$ cat src/rtl/rv32i_writeback_arbiter.sv
// Register-file write-port arbiter: merges ALU and long-latency results into one
// registered write per cycle, queues long-latency results and tracks pending destinations.
module rv32i_writeback_arbiter #(
  parameter int FIFO_DEPTH = 2
) (
  input  logic                          clk,
  input  logic                          rst,
  input  logic                          alu_valid,
  input  logic [4:0]                    alu_rd,
  input  logic [31:0]                   alu_data,
  input  logic                          lsu_valid,
  output logic                          lsu_ready,
  input  logic [4:0]                    lsu_rd,
  input  logic [31:0]                   lsu_data,
  input  logic                          issue_valid,
  input  logic                          issue_long,
  input  logic [4:0]                    issue_rd,
  input  logic [4:0]                    rs1_addr,
  input  logic [4:0]                    rs2_addr,
  output logic                          rs1_busy,
  output logic                          rs2_busy,
  output logic [4:0]                    rd_addr,
  output logic [31:0]                   rd_data,
  output logic                          rd_we,
  output logic [$clog2(FIFO_DEPTH):0]   pending_cnt
);

  localparam int AW = $clog2(FIFO_DEPTH);
  localparam int CW = AW + 1;

  logic [4:0]    fifo_rd_mem   [FIFO_DEPTH];
  logic [31:0]   fifo_data_mem [FIFO_DEPTH];
  logic [AW-1:0] wr_ptr_reg, rd_ptr_reg;
  logic [CW-1:0] count_reg, count_next;

  logic          rd_we_reg, lsu_src_reg;
  logic [4:0]    rd_addr_reg;
  logic [31:0]   rd_data_reg;
  logic [31:0]   busy_reg, set_vec, clr_vec;

  logic          fifo_empty, fifo_full, lsu_fire;
  logic          alu_sel, head_sel, bypass_sel, push, pop;
  logic [4:0]    head_rd;
  logic [31:0]   head_data;

  assign fifo_empty = (count_reg == '0);
  assign fifo_full  = (count_reg == CW'(FIFO_DEPTH));
  assign lsu_ready  = !rst && !fifo_full;
  assign lsu_fire   = lsu_valid && lsu_ready;

  assign head_rd    = fifo_rd_mem[rd_ptr_reg];
  assign head_data  = fifo_data_mem[rd_ptr_reg];

  assign alu_sel    = alu_valid && (alu_rd != 5'd0);
  assign head_sel   = !alu_sel && !fifo_empty && (head_rd != 5'd0);
  assign bypass_sel = !alu_sel && fifo_empty && lsu_fire && (lsu_rd != 5'd0);
  // An x0 head never needs the write slot, so it drains even when the ALU wins.
  assign pop        = !fifo_empty && (!alu_sel || (head_rd == 5'd0));
  assign push       = lsu_fire && (lsu_rd != 5'd0) && !bypass_sel;

  always_comb begin
    count_next = count_reg + CW'(push) - CW'(pop);
  end

  always_ff @(posedge clk) begin
    if (push) begin
      fifo_rd_mem[wr_ptr_reg]   <= lsu_rd;
      fifo_data_mem[wr_ptr_reg] <= lsu_data;
    end
  end

  always_ff @(posedge clk) begin
    if (rst) begin
      wr_ptr_reg <= '0;
      rd_ptr_reg <= '0;
      count_reg  <= '0;
    end else begin
      if (push) wr_ptr_reg <= wr_ptr_reg + AW'(1);
      if (pop)  rd_ptr_reg <= rd_ptr_reg + AW'(1);
      count_reg <= count_next;
    end
  end

  always_ff @(posedge clk) begin
    if (rst) begin
      rd_we_reg   <= 1'b0;
      lsu_src_reg <= 1'b0;
      rd_addr_reg <= 5'd0;
      rd_data_reg <= 32'd0;
    end else begin
      rd_we_reg   <= alu_sel || head_sel || bypass_sel;
      lsu_src_reg <= head_sel || bypass_sel;
      if (alu_sel) begin
        rd_addr_reg <= alu_rd;
        rd_data_reg <= alu_data;
      end else if (head_sel) begin
        rd_addr_reg <= head_rd;
        rd_data_reg <= head_data;
      end else if (bypass_sel) begin
        rd_addr_reg <= lsu_rd;
        rd_data_reg <= lsu_data;
      end
    end
  end

  // Clear follows the register file capturing an LSU-sourced write; set wins on collision.
  for (genvar gi = 0; gi < 32; gi++) begin : g_sb
    assign set_vec[gi] = issue_valid && issue_long && (issue_rd != 5'd0) && (issue_rd == 5'(gi));
    assign clr_vec[gi] = rd_we_reg && lsu_src_reg && (rd_addr_reg == 5'(gi));
  end

  always_ff @(posedge clk) begin
    if (rst) busy_reg <= '0;
    else     busy_reg <= (busy_reg & ~clr_vec) | set_vec;
  end

  assign rs1_busy    = busy_reg[rs1_addr];
  assign rs2_busy    = busy_reg[rs2_addr];
  assign rd_we       = rd_we_reg;
  assign rd_addr     = rd_addr_reg;
  assign rd_data     = rd_data_reg;
  assign pending_cnt = count_reg;

endmodule

$ cat config.mk
export PLATFORM = sky130hd
export DESIGN_NAME = rv32i_writeback_arbiter
export DESIGN_NICKNAME = d
export VERILOG_FILES = /design/src/rtl/rv32i_writeback_arbiter.sv
export SDC_FILE = /design/constraint.sdc
export NUM_CORES = 1
export LEC_CHECK = 0
export BUFFER_PORTS_ARGS = -buffer_cell sky130_fd_sc_hd__buf_2
export CORE_ASPECT_RATIO = 0.8
export CORE_MARGIN = 2
export CORE_UTILIZATION = 49
export CTS_CLUSTER_DIAMETER = 100
export DETAILED_ROUTE_END_ITERATION = 12
export GPL_ROUTABILITY_DRIVEN = 0
export PLACE_DENSITY = 0.82
export SLEW_MARGIN = 15
export SYNTH_ARGS = -nofsm -noshare
export SYNTH_HDL_FRONTEND = slang
export SYNTH_SLANG_ARGS = --single-unit
$ cat constraint.sdc
create_clock -name clk -period 2.66 [get_ports clk]
set_input_delay 0.133 -clock clk [delete_from_list [all_inputs] [get_ports clk]]
set_output_delay 0.133 -clock clk [all_outputs]
set_load 0.05 [all_outputs]
==> results of run 1 <==
kinds of logic after synthesis:
family          count (synthesis)  synth area share
xor+xnor                        4           0.00540
simple gates                  129            0.0926
flops                         150             0.577
buf+inv                        42            0.0287
compound gates                151             0.156
mux                            59             0.136
fa+ha+maj                       2           0.00386
path summary, 6_finish.rpt:
kind                          start             end  slack, ps  cells after the start
setup reg to reg  fifo_rd_mem[1][3]  pending_cnt[1]        170                      9
hold / removal         alu_data[19]     rd_data[19]         30                      3
setup / recovery  fifo_rd_mem[1][3]  pending_cnt[1]        170                      9
hold reg to reg         busy_reg[0]     busy_reg[0]        480                      1
worst max-delay path, delay by kind of cell, from the launching register on:
| family | cells | cell delay, ps |
|---|---|---|
| AOI/OAI and AO/OA | 2 | 520 |
| xor gates and xnor gates | 2 | 380 |
| adders and majority gates | 2 | 440 |
| buffers and inverters | 1 | 70 |
| DFF | 1 | 410 |
| and+or+nand+nor | 2 | 540 |
cells in the final DEF (no fill, tap or decap), types with 11 or more instances in the layout:
cell type / netlist / final
mux2_2: 35 / 35
mux4_2: 20 / 20
dfxtp_1: 76 / 75
nor2_1: 53 / 51
a21oi_1: 35 / 34
edfxtp_1: 74 / 74
o22ai_1: 33 / 33
nand3_1: 11 / 11
clkbuf_16: 0 / 18
nand2_1: 35 / 35
o221ai_1: 34 / 34
buf_2: 8 / 137
o21ai_0: 25 / 25
dlygate4sd3_1: 0 / 63
where the power goes:
group          internal [uW]  total (uW)  switching, uW
clock network           1450        2460           1010
logic                    752        2320           1570
registers               2720        2910            193
total                   4920        7680           2770
metrics by stage:
| stage | std cells | power (uW) | hold WS, ps | util |
|---|---|---|---|---|
| after floorplan | 537 | 4560 | 232 | - |
| after global placement | 818 | 5050 | 339 | 0.565 |
| after detailed placement | 818 | 5120 | 341 | 0.565 |
| after CTS | 912 | 7630 | 5.64 | 0.660 |
| after global routing | 913 | 7940 | 49.5 | 0.661 |
| final | 913 | 7680 | 26.3 | 0.661 |
layout make-up:
type                       instances  area, sq um
clock buffer                      19          454
timing repair buffer             205         1350
inverter                           6         22.5
multi-input combinational        345         2590
antenna                            1         2.50
fill                             866         4380
clock inverter                    12          143
sequential                       150         3740
tap                              175          219
metal layers:
metal  part of all wire  routed length [um]  global-route usage  up-vias
li1                   -                   -                   -     2464
met3              0.082                1540              0.0742      102
met1               0.37                6990               0.316     2679
met2               0.49                9220               0.433      383
met5                  0                   0                   0        -
met4              0.050                 941               0.157        0
==> flow_metrics.py, run 1 <==
metrics = {
    "clocking": {
        "cts_root_buffer": "clkbuf_16",
        "clockBufferDepth": 2,
        "numCtsBuffers": 17,
        "postCtsHoldBufs": 63,
        "htree_levels": 4,
        "clock_sinks": 150,
        "clk_pin_slew_ps": 60,
        "cts_tree": "yes",
        "cts_repair_resize_count": 0,
        "cts_setup_buffers": 0,
        "clk_latency_ps": 420,
    },
    "detailed_routing": {
        "drtAntennaViolNets": 0,
        "route.detailed.drc": 0,
        "wl_per_cell_um": 20.5,
        "avgViaCountPerCell": 6.16,
        "first_pass_iters": 8,
        "vias": 5628,
        "drt-initial-drc-count": 662,
        "drt_wl_total_mm": 18.7,
    },
    "timing": {
        "hold_viol_final": 0,
        "post-route-period-util": 0.936,
        "setup_viol": 0,
        "finalSetupTns_ps": 0,
        "fmax_ghz": 0.401,
        "slew_violations": 0,
        "relSlewSlack": 0.204,
        "rsz0062_at_grt": "false",
        "worst_pin_slew_ps": 1190,
        "period_minus_slack_ps": 2490,
        "layout_setup_ws_ps": 169,
        "finClkSkew_ps": 9.26,
    },
    "hold_path": {
        "min_path_type": "input pin to flop",
    },
    "synthesis": {
        "yosysSeqAreaShare": 0.577,
        "netlist_top_cells_area": "edfxtp_1 (34%), dfxtp_1 (23%), mux4_2 (6.9%)",
        "synth_cell_types": 47,
        "synth-main-ff-cell": "dfxtp_1",
        "synth_top_area_frac": 0.342,
        "synth-edff-count": 74,
        "syn-num-nets": 634,
        "synthCells": 537,
        "ys_ff_latch": 150,
        "yosysMostFrequentCell": "dfxtp_1",
        "avgSynthCellArea_sq_um": 12.1,
        "synth_common_cells": "dfxtp_1 (76), edfxtp_1 (74), nor2_1 (53)",
        "async_flop_share": 0,
        "synth_warnings": 0,
        "syn_area_sq_mm": 0.00649,
        "yosysTopAreaCell": "edfxtp_1",
    },
    "finish": {
        "layout.nets": 822,
        "largest_register_ffs": 64,
        "syn_to_final_growth_pct": 31.5,
        "drive_gt1_frac": 0.330,
        "final_area_sq_mm": 0.00853,
    },
    "worst_setup_path": {
        "worstPathRequired_ps": 2950,
        "cp.arrival_ps": 2780,
        "path_common_cell": "ha_1",
        "critical_path_class": "flop to flop",
        "crit_path_start_kind": "flop",
        "crit_path_end_kind": "flop",
        "cp_cell_sequence": "nor4b_1 -> o22ai_1 -> a21oi_1 -> ha_1 -> inv_1 -> ha_1 -> xor2_1 -> xnor2_1 -> nor2_1",
        "critPathMaxFanout": 3,
        "max_stage_delay_ps": 480,
        "slowest_stage": "nor4b_1",
    },
    "floorplan": {
        "design.core.area_sq_mm": 0.0129,
        "die_width_um": 133,
        "dieHeight_um": 107,
        "die_area_sq_mm": 0.0142,
        "row_count": 37,
        "initial_core_util": 0.502,
        "ios": 138,
    },
    "power": {
        "ir_worst_vdd_v": 0.000603,
        "leakagePower_uw": 0.00318,
        "power_density_mw_per_mm2": 901,
    },
    "grt": {
        "grt_remaining_overflow": 0,
        "antenna_found_initial": 1,
        "grt_max_degree": 43,
        "grtUsageTotal": 0.265,
        "grt_pass1_vias": 5496,
        "grt_pass1_wl_mm": 28.7,
    },
    "placement": {
        "dp_hpwl_mm": 11.4,
        "dp_slack_ps": 191,
        "post_dp_cell_area_sq_mm": 0.00730,
        "portBuffers": 137,
    },
    "outcome": {
        "status": "completed",
    },
    "flow_run": {
        "cap_viol_max_count": 0,
    },
}
Note: power is estimated with default switching activity, not from simulation.
==> run 2, diff against run 1 <==
CELL_PAD_IN_SITES_DETAIL_PLACEMENT = 2   (was not set)
CELL_PAD_IN_SITES_GLOBAL_PLACEMENT = 2   (was not set)
CORE_UTILIZATION = 32   (was 49)
PLACE_DENSITY = 0.81   (was 0.82)
==> run 2 against run 1 <==
Compared with the run above:
- final cell count up 9.6%
- clock power up 7%
- highest routed layer unchanged
- sequential cell count unchanged
- combinational power up 11%
- non-clock buffer count down 2
- via count up 0.68%
- largest power group unchanged
- utilization down 22 points
- critical path type unchanged
- largest cell class unchanged
==> flow_metrics.py, run 2 (synthesized netlist as in run 1, its figures left out) <==
metrics = {
    "outcome": {
        "status": "completed",
    },
    "finish": {
        "fillers": 2010,
        "layout.nets": 820,
        "layout_commonest_cell": "buf_2",
        "final_area_sq_mm": 0.00866,
        "syn_to_final_growth_pct": 33.5,
        "drive_gt1_frac": 0.346,
        "utilization": 0.436,
        "layout_common_cells": "buf_2 (137), dfxtp_1 (75), edfxtp_1 (74)",
        "largest_register_ffs": 64,
    },
    "worst_setup_path": {
        "rr_endpoint": "pending_cnt[1]",
        "cp_cell_sequence": "nor4b_2 -> o22ai_1 -> a21oi_1 -> ha_1 -> inv_1 -> ha_1 -> xor2_1 -> xnor2_1 -> nor2_1",
        "crit_end": "pending_cnt[1]",
        "max_stage_delay_ps": 430,
        "crit_path_end_kind": "flop",
        "startpoint": "fifo_rd_mem[1][2]",
        "worstReg2RegStart": "fifo_rd_mem[1][2]",
        "path_common_cell": "ha_1",
        "worstPathRequired_ps": 2970,
        "critPathMaxFanout": 2,
        "r2r_cells": 9,
        "r2r_slack_ps": 140,
        "critical_path_class": "flop to flop",
        "path_delay_family": "compound AO/OA/AOI/OAI gates",
        "crit_cells": 9,
        "critical_path_buf_inv_count": 1,
        "crit_path_start_kind": "flop",
        "slowest_stage": "edfxtp_1",
        "cp.arrival_ps": 2830,
    },
    "clocking": {
        "clk_latency_ps": 440,
        "htree_levels": 4,
        "clk_pin_slew_ps": 70,
        "cts_setup_buffers": 0,
        "clock_sinks": 150,
        "numCtsBuffers": 17,
        "cts_root_buffer": "clkbuf_16",
        "clockBufferDepth": 2,
        "cts_tree": "yes",
    },
    "flow_run": {
        "cap_viol_max_count": 0,
    },
    "timing": {
        "post-route-period-util": 0.947,
        "finalSetupTns_ps": 0,
        "finClkSkew_ps": 15.1,
        "layout_setup_ws_ps": 140,
        "period_minus_slack_ps": 2520,
        "rsz0062_at_grt": "false",
        "slew_violations": 0,
        "hold_viol_final": 0,
        "setup_viol": 0,
        "worst_pin_slew_ps": 817,
        "fmax_ghz": 0.397,
        "relSlewSlack": 0.455,
    },
    "detailed_routing": {
        "first_pass_iters": 4,
        "drt-initial-drc-count": 451,
        "avgViaCountPerCell": 5.66,
        "vias": 5666,
        "wl_per_cell_um": 26.8,
        "drt_wl_total_mm": 26.8,
        "drtAntennaViolNets": 0,
        "route.detailed.drc": 0,
    },
    "grt": {
        "grt_remaining_overflow": 0,
        "grt_pass1_wl_mm": 39.7,
        "grtUsageTotal": 0.249,
        "antenna_found_initial": 1,
        "grt_pass1_vias": 6223,
        "grt_max_degree": 41,
    },
    "floorplan": {
        "design.core.area_sq_mm": 0.0199,
        "initial_core_util": 0.327,
        "die_width_um": 163,
        "ios": 138,
        "die_area_sq_mm": 0.0214,
        "row_count": 46,
        "dieHeight_um": 131,
    },
    "placement": {
        "portBuffers": 137,
        "post_dp_cell_area_sq_mm": 0.00748,
        "dp_slack_ps": 181,
        "dp_hpwl_mm": 16.4,
    },
    "power": {
        "leakagePower_uw": 0.00319,
        "ir_worst_vdd_v": 0.000407,
        "totalPowerFinal_uw": 8110,
        "power_density_mw_per_mm2": 937,
    },
    "hold_path": {
        "min_path_type": "input pin to flop",
    },
}
[run 2: changes by cell type in the layout (fill, tap and decap cells not counted), sizes merged]
cell,before,now
dlygate4sd3,63,52
bufinv,2,3
clkbuf,19,18
clkinvlp,2,4
inv,10,9
buf,142,151
[run 2: worst min-delay path by stage]
| stage | start | to | slack (ps) | depth (start not counted) |
|---|---|---|---|---|
| CTS | alu_data[27] | rd_data[27] | 5 | 3 |
| finish | alu_data[7] | rd_data[7] | 10 | 3 |
| global route | alu_data[14] | rd_data[14] | 5 | 3 |
| detailed placement | lsu_data[4] | fifo_data_mem[0][4] | 350 | 1 |
| floorplan | lsu_data[0] | fifo_data_mem[0][0] | 230 | 0 |
| global placement | lsu_data[2] | fifo_data_mem[1][2] | 340 | 1 |
[run 2: worst register-to-register path: stages, from the launching register on]
cell and delay (ps):
edfxtp_1 430, nor4b_2 420, o22ai_1 200, a21oi_1 330
ha_1 310, inv_1 70, ha_1 170, xor2_1 220
xnor2_1 170, nor2_1 70
[run 2: where the power goes]
part / internal [uW] / switching (uW)
registers: 2710 / 214
clock network: 1510 / 1110
logic: 806 / 1760
total: 5030 / 3080
[run 2: layout make-up]
| class | count | area [sq um] | share of cell area |
|---|---|---|---|
| diodes | 1 | 2.50 | 0.000289 |
| clock buffers | 18 | 439 | 0.0507 |
| clock inverters | 14 | 174 | 0.0201 |
| inverters | 6 | 22.5 | 0.00260 |
| multi-input cells | 345 | 2600 | 0.300 |
| flip-flops and latches | 150 | 3740 | 0.432 |
| well taps | 264 | 330 | 0.0381 |
| repair buffers | 203 | 1350 | 0.156 |
[run 2: repair_timing]
action | in CTS | in global routing
gates resized for setup | 0 | 1
hold endpoints to repair | 88 | 0
setup endpoints to repair | 0 | 1
hold buffers | 52 | 0
[run 2: through the flow]
step	hold slack, ps	cells
4_1_cts	5.40	998
2_1_floorplan	232	537
5_1_grt	4.68	1001
3_3_place_gp	339	914
3_5_place_dp	345	914
6_report	9.50	1001
[run 2: metal layers]
layer	global-route usage	part of all wire	vias up
li1	-	-	2443
met1	0.308	0.40	2992
met2	0.444	0.53	197
met3	0.0496	0.050	34
met4	0.0615	0.019	0
met5	0	0	-
